## src/rtl/gray_rgb_pkg.sv

```systemverilog
`default_nettype none
// ============================================================================
// Module  : gray_rgb_pkg
// Brief   : RGB565 field widths, FIFO word layout and gray->RGB565 packing.
// Revision: 1.0 - initial release
// ============================================================================
package gray_rgb_pkg;

    localparam int GRAY_W = 8;
    localparam int R_W    = 5;
    localparam int G_W    = 6;
    localparam int B_W    = 5;
    localparam int RGB_W  = R_W + G_W + B_W;
    localparam int TAG_W  = RGB_W + 2;

    typedef struct packed {
        logic             eol;
        logic             sof;
        logic [RGB_W-1:0] rgb;
    } fifo_word_t;

    // Each channel takes the gray MSBs, so white maps to full-scale RGB565.
    function automatic logic [RGB_W-1:0] gray_to_rgb565(input logic [GRAY_W-1:0] g);
        return {g[GRAY_W-1 -: R_W], g[GRAY_W-1 -: G_W], g[GRAY_W-1 -: B_W]};
    endfunction

endpackage
`default_nettype wire

```

## src/rtl/sync_fifo.sv

```systemverilog
`default_nettype none
// ============================================================================
// Module  : sync_fifo
// Brief   : Single-clock first-word-fall-through FIFO with occupancy count.
// Revision: 1.0 - initial release
// ============================================================================
module sync_fifo #(
    parameter int WIDTH = 18,
    parameter int DEPTH = 16
) (
    input  logic                     clk,
    input  logic                     rst_n,
    input  logic                     i_push,
    input  logic [WIDTH-1:0]         i_wdata,
    input  logic                     i_pop,
    output logic [WIDTH-1:0]         o_rdata,
    output logic                     o_valid,
    output logic [$clog2(DEPTH):0]   o_count
);

    localparam int AW = $clog2(DEPTH);

    logic [WIDTH-1:0] r_mem [DEPTH];
    logic [AW-1:0]    r_wptr;
    logic [AW-1:0]    r_rptr;
    logic [AW:0]      r_count;

    logic w_empty;
    logic w_pop;
    logic w_push;

    assign w_empty = (r_count == '0);
    assign w_pop   = i_pop && !w_empty;
    assign w_push  = i_push && ((r_count != (AW+1)'(DEPTH)) || w_pop);

    always_ff @(posedge clk) begin
        if (w_push) begin
            r_mem[r_wptr] <= i_wdata;
        end
    end

    always_ff @(posedge clk or negedge rst_n) begin
        if (!rst_n) begin
            r_wptr  <= '0;
            r_rptr  <= '0;
            r_count <= '0;
        end else begin
            if (w_push) r_wptr <= r_wptr + 1'b1;
            if (w_pop)  r_rptr <= r_rptr + 1'b1;
            if (w_push && !w_pop)      r_count <= r_count + 1'b1;
            else if (w_pop && !w_push) r_count <= r_count - 1'b1;
        end
    end

    // Gate the head so stale memory never leaks out while empty.
    assign o_rdata = w_empty ? '0 : r_mem[r_rptr];
    assign o_valid = !w_empty;
    assign o_count = r_count;

endmodule
`default_nettype wire

```

## src/rtl/gray_rgb565_out.sv

```systemverilog
`default_nettype none
// ============================================================================
// Module  : gray_rgb565_out
// Brief   : Gray -> RGB565 return path with binarize, frame tags and FIFO.
// Revision: 1.0 - initial release
// ============================================================================
module gray_rgb565_out
    import gray_rgb_pkg::*;
#(
    parameter int H_PIXELS   = 640,
    parameter int V_LINES    = 480,
    parameter int FIFO_DEPTH = 16
) (
    input  logic              tft_clk,
    input  logic              tft_rst,
    input  logic [GRAY_W-1:0] gray_ip_data,
    input  logic              gray_ip_flag,
    input  logic              gray_ip_sof,
    output logic              gray_ip_ready,
    input  logic              bin_en,
    input  logic [GRAY_W-1:0] bin_thresh,
    output logic [RGB_W-1:0]  rgb_op_data,
    output logic              rgb_op_flag,
    input  logic              rgb_op_ready,
    output logic              rgb_op_sof,
    output logic              rgb_op_eol
);

    localparam int XW = $clog2(H_PIXELS);
    localparam int YW = $clog2(V_LINES);
    localparam int CW = $clog2(FIFO_DEPTH) + 1;

    logic [XW-1:0]     r_x;
    logic [YW-1:0]     r_y;
    logic              r_ready;
    logic              r_s1_valid;
    logic [GRAY_W-1:0] r_s1_gray;
    logic              r_s1_sof;
    logic              r_s1_eol;
    logic              r_s2_valid;
    fifo_word_t        r_s2_word;

    logic              w_accept;
    logic              w_pop;
    logic [XW-1:0]     w_tx;
    logic [YW-1:0]     w_ty;
    logic              w_x_last;
    logic              w_y_last;
    logic [GRAY_W-1:0] w_g1;
    logic [TAG_W-1:0]  w_rdata;
    fifo_word_t        w_head;
    logic              w_valid;
    logic [CW-1:0]     w_count;
    logic [CW:0]       w_occ_next;

    assign w_accept = gray_ip_flag && r_ready;
    assign w_pop    = w_valid && rgb_op_ready;

    assign w_tx     = gray_ip_sof ? '0 : r_x;
    assign w_ty     = gray_ip_sof ? '0 : r_y;
    assign w_x_last = (w_tx == XW'(H_PIXELS - 1));
    assign w_y_last = (w_ty == YW'(V_LINES - 1));
    assign w_g1     = bin_en ? ((gray_ip_data >= bin_thresh) ? 8'hFF : 8'h00) : gray_ip_data;

    // Next-cycle occupancy including in-flight pixels; registering ready from
    // next-state values keeps the FIFO from ever being written when full.
    assign w_occ_next = {1'b0, w_count} + (CW+1)'(r_s2_valid) - (CW+1)'(w_pop)
                      + (CW+1)'(w_accept) + (CW+1)'(r_s1_valid);

    always_ff @(posedge tft_clk or negedge tft_rst) begin
        if (!tft_rst) begin
            r_x        <= '0;
            r_y        <= '0;
            r_ready    <= 1'b0;
            r_s1_valid <= 1'b0;
            r_s1_gray  <= '0;
            r_s1_sof   <= 1'b0;
            r_s1_eol   <= 1'b0;
            r_s2_valid <= 1'b0;
            r_s2_word  <= '0;
        end else begin
            r_ready    <= (w_occ_next <= (CW+1)'(FIFO_DEPTH - 1));
            r_s1_valid <= w_accept;
            if (w_accept) begin
                r_s1_gray <= w_g1;
                r_s1_sof  <= (w_tx == '0) && (w_ty == '0);
                r_s1_eol  <= w_x_last;
                r_x       <= w_x_last ? '0 : w_tx + 1'b1;
                r_y       <= w_x_last ? (w_y_last ? '0 : w_ty + 1'b1) : w_ty;
            end
            r_s2_valid <= r_s1_valid;
            if (r_s1_valid) begin
                r_s2_word.eol <= r_s1_eol;
                r_s2_word.sof <= r_s1_sof;
                r_s2_word.rgb <= gray_to_rgb565(r_s1_gray);
            end
        end
    end

    sync_fifo #(
        .WIDTH (TAG_W),
        .DEPTH (FIFO_DEPTH)
    ) u_fifo (
        .clk     (tft_clk),
        .rst_n   (tft_rst),
        .i_push  (r_s2_valid),
        .i_wdata (r_s2_word),
        .i_pop   (rgb_op_ready),
        .o_rdata (w_rdata),
        .o_valid (w_valid),
        .o_count (w_count)
    );

    assign w_head        = w_rdata;
    assign gray_ip_ready = r_ready;
    assign rgb_op_data   = w_head.rgb;
    assign rgb_op_sof    = w_head.sof;
    assign rgb_op_eol    = w_head.eol;
    assign rgb_op_flag   = w_valid;

endmodule
`default_nettype wire

```

## config.mk

```make
export PLATFORM = sky130hd
export DESIGN_NAME = gray_rgb565_out
export DESIGN_NICKNAME = d
export VERILOG_FILES = /design/src/rtl/gray_rgb_pkg.sv /design/src/rtl/sync_fifo.sv /design/src/rtl/gray_rgb565_out.sv
export SDC_FILE = /design/constraint.sdc
export NUM_CORES = 1
export LEC_CHECK = 0
export ABC_CLOCK_PERIOD_IN_PS = 3450
export BUFFER_PORTS_ARGS = -buffer_cell sky130_fd_sc_hd__buf_2
export CORE_ASPECT_RATIO = 0.9
export CORE_MARGIN = 1
export CORE_UTILIZATION = 55
export CTS_BUF_LIST = sky130_fd_sc_hd__clkbuf_8
export DETAILED_ROUTE_END_ITERATION = 8
export PLACE_DENSITY = 0.78
export SYNTH_ARGS = -nofsm -noshare
export SYNTH_HDL_FRONTEND = slang
export SYNTH_HIERARCHICAL = 1
export SYNTH_SLANG_ARGS = --single-unit
export TNS_END_PERCENT = 100
```

## constraint.sdc

```tcl
create_clock -name tft_clk -period 3.45 [get_ports tft_clk]
set_input_delay 0.345 -clock tft_clk [delete_from_list [all_inputs] [get_ports tft_clk]]
set_output_delay 0.345 -clock tft_clk [all_outputs]
set_load 0.01 [all_outputs]
```

Word-level counts from Yosys, hierarchy flattened
Memories as Yosys holds them, arrays and structs flattened.
Cells that the tools add are included.

word-level totals
  bits in registers = 63
  latch bits = 0
  memory bits (writable) = 288
  memory bits (read-only) = 0
  output and inout port bits = 20
  word-level logic and storage cells = 56
  memories kept = 1

memory list
  memory        depth  width  read ports  clocked after memory_dff  wr ports  line             source
  u_fifo.r_mem  16     18     1           0                         1         sync_fifo.sv:23  logic [WIDTH-1:0] r_mem [DEPTH];

cells by class
  $add $sub $neg = 10
  $mul = 0
  div/mod/pow operators = 0
  magnitude comparators = 2
  eq/ne operators = 3
  shift operators = 0
  muxes and demuxes = 12
  bitwise operators = 0
  reduce and logical (&&, ||, !) cells = 14

operator list
  kind                                                                   count
  9-bit 2-to-1 mux                                                       3
  10-bit 2-to-1 mux                                                      2
  18-bit 2-to-1 mux                                                      1
  8-bit 2-to-1 mux                                                       2
  6-bit by 1-bit adder with 6-bit output                                 2
  10-bit by 1-bit adder with 10-bit output, second input constant        1
  10-bit equality test, second input constant                            1
  10-bit logical NOT                                                     1
  5-bit 2-to-1 mux                                                       2
  9-bit by 1-bit adder with 9-bit output, second input constant          1
  9-bit equality test, second input constant                             1
  9-bit logical NOT                                                      1
  4-bit by 1-bit adder with 4-bit output, second input constant          2
  8-bit >= comparator                                                    1
  5-bit by 1-bit adder with 6-bit output                                 1
  6-bit by 4-bit <= comparator with 1-bit output, second input constant  1
  1-bit logical AND                                                      6
  6-bit by 1-bit subtractor with 6-bit output                            1
  5-bit by 1-bit adder with 5-bit output, second input constant          1
  5-bit logical NOT                                                      1
  5-bit inequality test, second input constant                           1
  5-bit by 1-bit subtractor with 5-bit output, second input constant     1
  1-bit logical NOT                                                      3
  1-bit 2-to-1 mux                                                       2
  other kinds (2)                                                        2

Longest topological paths before layout
Gate-level depths: netlist of run 1.

  depth in word-level cells = 9
  mapped depth = 14

Cells and area by module
Netlist of run 1, hierarchy kept.

modules (own cells, without submodules)
  module           instances  cells each  area an instance (um^2)
  sync_fifo        1          534         11,876.4
  gray_rgb565_out  1          271         2,441.1

Worst setup path before layout of run 1
OpenSTA, ideal clock, no wires.

  kind = reg2reg
  start = register u_fifo.r_count[1] (netlist: u_fifo/o_count[1])
  end = register r_ready (netlist: gray_ip_ready)
  arrival time = 3,192 ps
  data required time = 3,304 ps
  slack = 112 ps
  stages on the path, launching flop included = 15
  path buffers = 0
  clock period less this slack = 3,338 ps
  cells stage by stage = dfrtp_1 -> or4_4 -> nand2b_4 -> and2_1 -> ha_1 -> fa_1 -> inv_1 -> ha_1 -> inv_1 -> fa_1 -> nor2b_1 -> o21ai_0 -> nor4b_1 -> a31oi_1 -> o311ai_0

on the way
  longest elaborated chain between the ends = 7
  elaborated cells between the ends (all ways) = 8

ends and longest elaborated chain
  what                                                  line                   source
  start: declaration                                    sync_fifo.sv:26        logic [AW:0] r_count;
  start signal: assignment                              sync_fifo.sv:50        if (w_push && !w_pop) r_count <= r_count + 1'b1;
  start signal: assignment                              sync_fifo.sv:51        else if (w_pop && !w_push) r_count <= r_count - 1'b1;
  5-bit logical NOT                                     sync_fifo.sv:32        assign w_empty = (r_count == '0);
  1-bit logical NOT                                     sync_fifo.sv:57        assign o_valid = !w_empty;
  via rgb_op_flag                                       gray_rgb565_out.sv:23  output logic rgb_op_flag,
  1-bit logical AND                                     gray_rgb565_out.sv:57  assign w_pop = w_valid && rgb_op_ready;
  6-bit by 1-bit subtractor with 6-bit output           gray_rgb565_out.sv:67  assign w_occ_next = {1'b0, w_count} + (CW+1)'(r_s2_valid) - (CW+1)'(w_pop)
  6-bit by 1-bit adder with 6-bit output (2 in series)  gray_rgb565_out.sv:68  + (CW+1)'(w_accept) + (CW+1)'(r_s1_valid);
  6-bit by 4-bit <= comparator with 1-bit output        gray_rgb565_out.sv:82  r_ready <= (w_occ_next <= (CW+1)'(FIFO_DEPTH - 1));
  end signal: assignment                                gray_rgb565_out.sv:82
  end: declaration                                      gray_rgb565_out.sv:35  logic r_ready;

The timed path passes the listed nets, and every way through them passes these cells.
A chain may end at the register's enable or synchronous reset.

Final worst setup path of run 1
  start = register u_fifo.r_count[1] (netlist: u_fifo/o_count[1])
  end = register r_ready (netlist: gray_ip_ready)

on the way
  longest elaborated chain between the ends = 7
  elaborated cells between the ends (all ways) = 8

ends and longest elaborated chain
  what                                                                            line
  branches (longest 3 deep; another with 5-bit by 1-bit adder with 6-bit output)  --
  6-bit by 1-bit subtractor with 6-bit output *                                   gray_rgb565_out.sv:67
  6-bit by 1-bit adder with 6-bit output * (2 in series)                          gray_rgb565_out.sv:68
  6-bit by 4-bit <= comparator with 1-bit output *                                gray_rgb565_out.sv:82

Mark *: on every way between the ends.

==> results of run 1 <==
-- cell type report --
type                       instances  area, sq um
sequential                       339         9930
fill                            1796         9300
multi-input combinational        391         4060
clock buffer                      53          729
timing repair buffer              78          510
tap                              342          428
clock inverter                    34          233
inverter                          36          135
-- how the worst max path moves through the flow --
| stage | start | to | depth (start not counted) |
|---|---|---|---|
| floorplan | u_fifo/o_count[1] | gray_ip_ready | 14 |
| global placement | u_fifo/o_count[1] | gray_ip_ready | 14 |
| detailed placement | u_fifo/o_count[3] | gray_ip_ready | 14 |
| CTS | u_fifo/o_count[1] | gray_ip_ready | 14 |
| global route | u_fifo/o_count[1] | gray_ip_ready | 14 |
| finish | u_fifo/o_count[1] | gray_ip_ready | 14 |
-- stage by stage --
stage          hold WS, ns  setup WS, ns  power (uW)
2_1_floorplan       0.0494         0.112        8630
3_5_place_dp         0.455        0.0777        9940
5_1_grt             0.0955       0.00207       13600
4_1_cts             0.0736        0.0520       13000
6_report             0.101         0.124       12900
3_3_place_gp         0.452         0.118        9820
-- power breakdown --
part	total [uW]	switching (uW)	internal (uW)
clock network	3060	1420	1650
registers	5800	529	5270
logic	4050	2070	1970
-- metal layers --
metal	track usage, %	vias up	part of all wire (%)
li1	-	3377	-
met1	29.0	3842	43
met2	32.6	259	49
met3	3.69	39	6.0
met4	6.49	0	2.0
met5	0	-	0
-- worst max-delay path, stage by stage, from the launching register on --
cell and delay [ns]:
dfrtp_1 0.39, or4_4 0.54, nand2b_4 0.17, and2_4 0.16, ha_4 0.26, fa_1 0.41, inv_1 0.07, ha_2 0.17
inv_1 0.05, fa_1 0.37, nor2b_2 0.13, o21ai_1 0.08, nor4b_1 0.15, a31oi_1 0.14, o311ai_1 0.11
-- synthesized netlist by cell type (3+ instances only) --
master	instances	share of area, %
a21oi_1	17	0.59
or3_1	3	0.13
edfxtp_1	288	60
nor3_1	21	0.73
mux4_2	64	10
and2b_4	8	0.56
nand4_1	5	0.22
nand2_1	33	0.87
xor2_1	4	0.24
nor2_1	31	0.81
nand2b_1	4	0.17
o21ai_0	23	0.80
xnor2_1	6	0.37
and2b_2	8	0.49
fa_1	3	0.42
nor4_1	3	0.13
o2111ai_1	3	0.18
a221o_1	19	1.3
ha_1	31	2.7
buf_2	16	0.56
a21o_1	5	0.26
mux4_4	8	1.4
nand3_1	13	0.45
dfrtp_1	51	8.9
mux2i_1	3	0.21
mux2_2	27	2.1
buf_6	8	0.63
inv_1	36	0.94
nor2b_1	5	0.22
buf_1	3	0.079
and3_1	4	0.17
clkbuf_1	9	0.24
-- flip-flops by register name, summed over array words and instances, names as in the netlist --
signal / cells
gray_ip_ready: 1
r_s1_eol: 1
r_s1_gray: 6
r_s1_sof: 1
r_s1_valid: 1
r_s2_valid: 1
r_s2_word: 8
r_x: 10
r_y: 9
u_fifo/o_count: 5
u_fifo/r_mem: 288
u_fifo/r_rptr: 4
u_fifo/r_wptr: 4
-- logic make-up after synthesis --
kind of cell,after synthesis,synth area share [%]
AO/OA/AOI/OAI,90,4.47
XOR/XNOR,10,0.612
adder cells (fa/ha/maj),34,3.13
buffers and inverters,75,2.66
flip-flops,339,69.3
multiplexers,102,13.8
AND/OR/NAND/NOR,155,6.02
-- repair_timing --
action / 4_1_cts / 5_1_grt
setup buffers: 0 / 1
hold buffers: 1 / 0
gates resized for setup: 0 / 6
endpoints found under the hold margin: 32 / 0
setup endpoints to repair: 0 / 1
==> reports/metrics.csv, run 1 <==
stage;metric;value;unit
synth;synthesis.area;14300;sq um
detailed_routing;routed-via-count;7517;
timing;fin_worst_skew;0.0390;ns
timing;max_slew_margin;28.4;%
floorplan;die_height;155;um
grt;antenna_found_initial;0;
worst_hold_path;hold_path_depth;3;
placed_design;placed_area;15000;sq um
detailed_routing;drt_iter0_drc;652;
timing;fin_setup_tns;0;ns
setup_path;criticalPathCategory;register to register;
clock_network;cts_tree;done;
synth;yosysWarningCount;6;
floorplan;coreArea;25300;sq um
setup_path;crit_path_end_kind;register;
setup_path;crit-reg2reg-launch;u_fifo/o_count[1];
placed_design;place.detailed.hpwl;15.6;mm
floorplan;ios;42;
run_status;status;finished, final reports clean;
timing;rsz0062_at_grt;no;
finish;instances_no_fill;1273;
clock_network;clock_path_buffers;3;
setup_path;rrSetupSlack;0.12;ns
detailed_routing;avgViaCountPerCell;5.90;
floorplan;dieArea;26700;sq um
finish;final_cell_area;16000;sq um
worst_hold_path;hold_end;u_fifo/r_rptr[2];
synth;synth_ff_type;edfxtp_1;
setup_path;arrival;3.75;ns
synth;synthArstFlopShare;15.0;%
power;ir_drop;579;uV
timing;tightest_slew;1.07;ns
placed_design;placedCellCount;1184;
synth;synthDistinctLibCells;63;
grt;grt_usage;20.5;%
clock_network;clk_latency;0.57;ns
floorplan;initial_core_util;56.5;%
power;power.leakage;0.00568;uW
grt;grt_pass1_wl;41.2;mm
job;cap_violations;0;
detailed_routing;drt-wirelength-per-cell;20.2;um
clock_network;h-tree-depth;2;
timing;slew_viol_final;0;
setup_path;crit_required;3.88;ns
synth;synth_nets;861;
synth;yosysSeqAreaShare;69.3;%
setup_path;r2r_end;gray_ip_ready;
detailed_routing;dr.pass1.iters;5;
setup_path;critPathLaunchType;register;
clock_network;clk_pin_slew;0.07;ns
finish;num-nets-final;952;
grt;grt_pass1_vias;7624;
timing;clock.fmax;301;MHz
floorplan;die_x;172;um
synth;synth_cells;805;
synth;synth_edf_count;288;
power;power_density;805;nW/um^2
grt;grt_start_max_net_pins;50;
synth;avgSynthCellArea;17.8;sq um
setup_path;ff2ff_path_depth;14;
detailed_routing;ant_nets;0;
finish;syn_to_final_growth;11.9;%
clock_network;cts_root_buf;clkbuf_8;
finish;antenna_cells;0;
finish;layout_commonest_cell;edfxtp_1;
clock_network;clkSinkCount;339;
placed_design;portBuffers;41;
timing;finalCritPeriodShare;96.4;%
worst_hold_path;min_path_type;input pin to register;
clock_network;numCtsBuffers;50;
finish;layout-drive-gt1-share;29.5;%
synth;synth-seq-cells;339;
grt;grt_overflow;0;
finish;mostFrequentLayoutCells;edfxtp_1, mux4_2, inv_1, clkbuf_8, dfrtp_1;
timing;period_minus_slack;3.33;ns
setup_path;crit_fanout;4;
timing;setup_violations;0;
worst_hold_path;min_from;rgb_op_ready;
floorplan;row_count;55;
detailed_routing;drc;0;
finish;fin_util;63.3;%
placed_design;routabilityCongestion;0.790;
detailed_routing;detail_route.wirelength;25.7;mm
timing;hold_violations;0;
Power figures use the tool's default switching activity.
==> run 2: changes to the inputs <==
--- a/config.mk
+++ b/config.mk
@@ -12,6 +12,7 @@
 export CORE_UTILIZATION = 55
 export CTS_BUF_LIST = sky130_fd_sc_hd__clkbuf_8
 export DETAILED_ROUTE_END_ITERATION = 8
+export HOLD_SLACK_MARGIN = 0.15
 export PLACE_DENSITY = 0.78
 export SYNTH_ARGS = -nofsm -noshare
 export SYNTH_HDL_FRONTEND = slang
==> run 2 against run 1 <==
Hold slack improved by 0.083 ns. Flip-flop and latch count did not move. First-iteration DRC count rose by 3.1%. Clock skew fell by 0.00080 ns. Routed wire length rose by 0.27%. Global-route usage rose by 0.068 points. Largest cell class unchanged. Worst setup slack improved by 0.00093 ns. Critical path depth did not move. Die area did not move. Maximum frequency barely moved.
==> reports/metrics.csv, run 2 (synthesis gave the netlist of run 1 again) <==
stage;metric;value;unit
power;internal-power;8890;uW
finish;top_register;u_fifo/r_mem;
timing;fin_worst_skew;0.0382;ns
clock_network;cts_root_buf;clkbuf_8;
finish;syn_to_final_growth;12.6;%
clock_network;cts_tree;done;
detailed_routing;drc;0;
power;power_density;802;nW/um^2
floorplan;die_x;172;um
worst_hold_path;hold_path_depth;3;
timing;period_minus_slack;3.33;ns
power;power.leakage;0.00572;uW
timing;finalCritPeriodShare;96.4;%
timing;slew_viol_final;0;
placed_design;place.detailed.hpwl;15.6;mm
setup_path;arrival;3.75;ns
timing;rsz0062_at_grt;no;
clock_network;clk_latency;0.57;ns
power;ir_drop;578;uV
floorplan;coreArea;25300;sq um
setup_path;crit_path_end_kind;register;
power;p_switching;4030;uW
detailed_routing;ant_nets;0;
floorplan;dieArea;26700;sq um
finish;largest_register_ffs;288;
setup_path;rrSetupSlack;0.12;ns
detailed_routing;drt-wirelength-per-cell;20.1;um
job;cap_violations;0;
timing;setup_violations;0;
finish;antenna_cells;0;
floorplan;die_height;155;um
setup_path;ff2ff_path_depth;14;
power;switching_share;31.2;%
worst_hold_path;min_path_type;input pin to register;
grt;grt_pass1_wl;41.4;mm
finish;layout_commonest_cell;edfxtp_1;
detailed_routing;drt_iter0_drc;672;
setup_path;r2r_end;gray_ip_ready;
power;clkPwrFrac;23.7;%
timing;clock.fmax;301;MHz
setup_path;crit_required;3.87;ns
finish;mostFrequentLayoutCells;edfxtp_1, mux4_2, inv_1, clkbuf_8, dfrtp_1;
clock_network;clock_path_buffers;3;
placed_design;placed_area;15000;sq um
placed_design;portBuffers;41;
timing;fin_setup_tns;0;ns
setup_path;criticalPathCategory;register to register;
clock_network;numCtsBuffers;50;
finish;top_regs;u_fifo/r_mem (288), r_x (10), r_y (9);
timing;max_slew_margin;26.4;%
detailed_routing;detail_route.wirelength;25.8;mm
grt;grt_start_max_net_pins;50;
grt;antenna_found_initial;0;
clock_network;clk_pin_slew;0.06;ns
setup_path;cp-endpoint;gray_ip_ready;
finish;final_cell_area;16100;sq um
finish;layout-drive-gt1-share;29.3;%
timing;tightest_slew;1.10;ns
detailed_routing;dr.pass1.iters;5;
detailed_routing;avgViaCountPerCell;5.87;
setup_path;crit_fanout;4;
placed_design;pre_cts_slack;0.0777;ns
timing;setup_slack;0.125;ns
setup_path;crit-reg2reg-launch;u_fifo/o_count[1];
setup_path;crit_start;u_fifo/o_count[1];
placed_design;routabilityCongestion;0.790;
grt;grt_usage;20.5;%
floorplan;ios;42;
timing;holdWs;0.185;ns
power;pwr-share-comb;31.5;%
clock_network;h-tree-depth;2;
detailed_routing;routed-via-count;7525;
clock_network;clkSinkCount;339;
run_status;status;finished, final reports clean;
timing;hold_violations;0;
grt;grt_overflow;0;
power;power_frac_seq;44.9;%
setup_path;critPathLaunchType;register;
finish;num-nets-final;961;
floorplan;initial_core_util;56.5;%
floorplan;row_count;55;
grt;grt_pass1_vias;7671;
==> run 2: cell count changes in the layout (fill, tap and decap cells not counted), sizes merged <==
cell / previous run / this run
dlygate4sd3: 1 / 10
==> run 2: worst max-delay path, stage by stage, from the launching register on <==
cell      delay [ns]
dfrtp_1         0.39
or4_4           0.54
nand2b_4        0.17
and2_4          0.16
ha_4            0.26
fa_1            0.41
inv_1           0.07
ha_2            0.17
inv_1           0.05
fa_1            0.37
nor2b_2         0.13
o21ai_1         0.08
nor4b_1         0.15
a31oi_1         0.14
o311ai_1        0.11
==> run 2: timing repair <==
action / CTS / global route
buffers inserted: 0 / 1
setup endpoints to repair: 0 / 1
hold buffers: 10 / 0
endpoints found under the hold margin: 39 / 0
resized for setup: 0 / 6
==> run 2: metrics by stage <==
stage / instances / power (uW) / utilization [%]
after global routing: 1282 / 13600 / 63.6
after detailed placement: 1184 / 9940 / 59.3
after global placement: 1184 / 9820 / 59.3
final: 1282 / 12900 / 63.6
after CTS: 1281 / 13000 / 63.5
after floorplan: 805 / 8630 / -
==> run 2: area by class of cell <==
cell class | count | area [sq um]
Sequential cell | 339 | 9930
Tap cell | 342 | 428
Timing Repair Buffer | 87 | 601
Clock buffer | 53 | 729
Clock inverter | 34 | 233
Inverter | 36 | 135
Multi-Input combinational cell | 391 | 4060
Fill cell | 1786 | 9210
==> run 2: how the worst min path moves through the flow <==
stage,slack [ns],end,start
finish,0.18,r_s1_gray[2],bin_en
global route,0.21,r_s1_gray[5],bin_en
CTS,0.15,r_s1_gray[2],bin_en
detailed placement,0.46,r_x[3],tft_rst
global placement,0.45,r_x[4],tft_rst
floorplan,0.05,gray_ip_ready,tft_rst
==> run 2: power by group through the flow <==
| stage | Clock [uW] | Combinational, uW | Sequential, uW |
|---|---|---|---|
| 3_5_place_dp | 0 | 4040 | 5900 |
| 3_3_place_gp | 0 | 3950 | 5860 |
| 4_1_cts | 3130 | 4060 | 5810 |
| 5_1_grt | 3300 | 4420 | 5880 |
| 6_report | 3060 | 4060 | 5800 |
| 2_1_floorplan | 0 | 2920 | 5710 |
==> run 2: routing by layer <==
| layer | wire length [um] | vias up | track usage [%] |
|---|---|---|---|
| met3 | 1630 | 44 | 3.69 |
| met1 | 11000 | 3814 | 28.9 |
| met4 | 532 | 0 | 6.49 |
| met2 | 12700 | 268 | 32.9 |
| li1 | - | 3399 | - |
| met5 | 0 | - | 0 |
==> run 3: changes to the inputs <==
--- a/config.mk
+++ b/config.mk
@@ -6,14 +6,14 @@
 export NUM_CORES = 1
 export LEC_CHECK = 0
 export ABC_CLOCK_PERIOD_IN_PS = 3450
-export BUFFER_PORTS_ARGS = -buffer_cell sky130_fd_sc_hd__buf_2
-export CORE_ASPECT_RATIO = 0.9
+export CORE_ASPECT_RATIO = 1.1
 export CORE_MARGIN = 1
 export CORE_UTILIZATION = 55
 export CTS_BUF_LIST = sky130_fd_sc_hd__clkbuf_8
 export DETAILED_ROUTE_END_ITERATION = 8
+export DONT_BUFFER_PORTS = 1
 export HOLD_SLACK_MARGIN = 0.15
-export PLACE_DENSITY = 0.78
+export PLACE_DENSITY = 0.76
 export SYNTH_ARGS = -nofsm -noshare
 export SYNTH_HDL_FRONTEND = slang
 export SYNTH_HIERARCHICAL = 1
==> run 3 against run 2 <==
Critical path depth did not move. Register-to-register slack got worse by 0.10 ns. Via count fell by 0.57%. Cell area fell by 0.87%. Flip-flop and latch count did not move. Cell count fell by 2.0%. Global-route usage rose by 1.2 points. First-iteration DRC count fell by 16%. Clock power fell by 5%. Largest power group unchanged. Critical endpoint unchanged.
==> reports/metrics.csv, run 3 (synthesis gave the netlist of run 1 again) <==
stage;metric;value;unit
run_status;status;finished, final reports clean;
floorplan;die_x;156;um
timing;tightest_slew;0.690;ns
finish;layout_commonest_cell;edfxtp_1;
power;pwr-share-comb;32.9;%
setup_path;crit_path_end_kind;register;
worst_hold_path;min_path_type;input pin to register;
timing;rsz0062_at_grt;yes;
detailed_routing;dr.pass1.iters;5;
timing;slew_viol_final;0;
setup_path;criticalPathCategory;register to register;
placed_design;routabilityCongestion;0.846;
timing;period_minus_slack;3.43;ns
power;ir_drop;503;uV
power;switching_share;31.9;%
clock_network;clock_path_buffers;3;
placed_design;placedCellCount;1147;
floorplan;die_height;171;um
floorplan;dieArea;26700;sq um
timing;finalCritPeriodShare;99.4;%
finish;top_regs;u_fifo/r_mem (288), r_x (10), r_y (9);
finish;largest_register_ffs;288;
floorplan;row_count;61;
setup_path;crit_fanout;2;
grt;grt_overflow;0;
timing;fin_worst_skew;0.0187;ns
finish;syn_to_final_growth;11.6;%
timing;max_slew_margin;53.9;%
setup_path;cp_slowest_cell;or4_4;
detailed_routing;routed-via-count;7482;
detailed_routing;detail_route.wirelength;27.9;mm
clock_network;cts_root_buf;clkbuf_8;
clock_network;clk_latency;0.56;ns
grt;grt_pass1_wl;43.2;mm
detailed_routing;avgViaCountPerCell;5.95;
power;power_frac_seq;44.3;%
placed_design;pre_cts_slack;-0.106;ns
finish;final_cell_area;16000;sq um
floorplan;coreArea;25400;sq um
placed_design;placed_area;14800;sq um
power;p_switching;4070;uW
job;cap_violations;0;
clock_network;h-tree-depth;2;
grt;grt_pass1_vias;7974;
clock_network;numCtsBuffers;52;
setup_path;crit_required;3.86;ns
timing;hold_violations;0;
setup_path;critPathTopFamily;adder cells;
finish;mostFrequentLayoutCells;edfxtp_1, mux4_2, inv_1;
setup_path;path_cells;or4_4, nand2b_4, and2_4, ha_4, fa_1, inv_1, ha_2, inv_2, fa_2, nor2b_4, o21ai_2, nor4b_4, a31oi_1, o311ai_2;
placed_design;portBuffers;0;
clock_network;clk_pin_slew;0.06;ns
detailed_routing;ant_nets;0;
placed_design;place.detailed.hpwl;16.2;mm
clock_network;clkSinkCount;339;
timing;clock.fmax;292;MHz
detailed_routing;drt_iter0_drc;562;
finish;top_register;u_fifo/r_mem;
power;power_density;798;nW/um^2
setup_path;critPathBufInv;2;
finish;layout-drive-gt1-share;26.3;%
finish;num-nets-final;930;
timing;fin_setup_tns;0;ns
setup_path;slowest_delay;0.53;ns
power;power.leakage;0.00563;uW
clock_network;cts_tree;done;
finish;antenna_cells;0;
power;clkPwrFrac;22.9;%
power;internal-power;8690;uW
setup_path;critPathLaunchType;register;
timing;setup_violations;0;
floorplan;initial_core_util;56.3;%
grt;grt_start_max_net_pins;73;
floorplan;ios;42;
setup_path;arrival;3.84;ns
detailed_routing;drc;0;
grt;grt_usage;21.7;%
finish;instances_no_fill;1257;
detailed_routing;drt-wirelength-per-cell;22.2;um
grt;antenna_found_initial;0;
power;power;12800;uW
timing;setup_slack;0.0210;ns
-- run 3: metrics by stage --
step,hold slack [ns],utilization [%]
floorplan,0.0494,-
global placement,0.0508,58.3
detailed placement,0.0508,58.3
CTS,0.168,62.5
global route,0.205,62.9
finish,0.210,62.9
-- run 3: timing repair --
action                                 in CTS  in global routing
gates resized for setup                     2                 11
setup endpoints to repair                   1                  1
endpoints found under the hold margin      80                  0
hold buffers                               13                  0
pin swaps                                   1                  7
buffers inserted                            1                  5
-- run 3: tightest hold or removal path, cell delays in order --
cell and delay [ns]:
nand4b_1 0.16, nor2_1 0.08, nor2_1 0.09, a21oi_1 0.05
-- run 3: power by group through the flow --
stage               clock network, uW  registers [uW]  logic, uW
global placement                    0            5690       3840
global route                     3170            5700       4550
floorplan                           0            5710       2920
CTS                              2990            5650       4080
detailed placement                  0            5730       4020
finish                           2920            5650       4190
-- run 3: worst paths after layout --
kind                                   startpoint                to  slack, ns  cells past startpoint
worst max-delay path            u_fifo/o_count[0]     gray_ip_ready       0.02                     14
worst min-delay path                  gray_ip_sof            r_x[3]       0.21                      4
worst max register to register  u_fifo/o_count[0]     gray_ip_ready       0.02                     14
worst min register to register           r_s1_eol          r_s1_eol       0.50                      2
max in group asynchronous                 tft_rst  u_fifo/r_rptr[0]       2.90                      2
min in group asynchronous                 tft_rst            r_y[7]       0.30                      2
-- run 3: routing by layer --
metal	up-vias	track usage, %	routed length, um
li1	3326	-	-
met1	3843	26.8	10800
met2	258	38.3	14800
met3	55	4.03	1590
met4	0	7.89	750
met5	-	0	0
-- run 3: final cells by class --
| class | count | area, sq um |
|---|---|---|
| clock buffer | 53 | 729 |
| fill | 1708 | 9440 |
| inverter | 36 | 135 |
| multi-input combinational | 391 | 4090 |
| clock inverter | 38 | 181 |
| sequential | 339 | 9930 |
| timing repair buffer | 54 | 480 |
| tap | 346 | 433 |
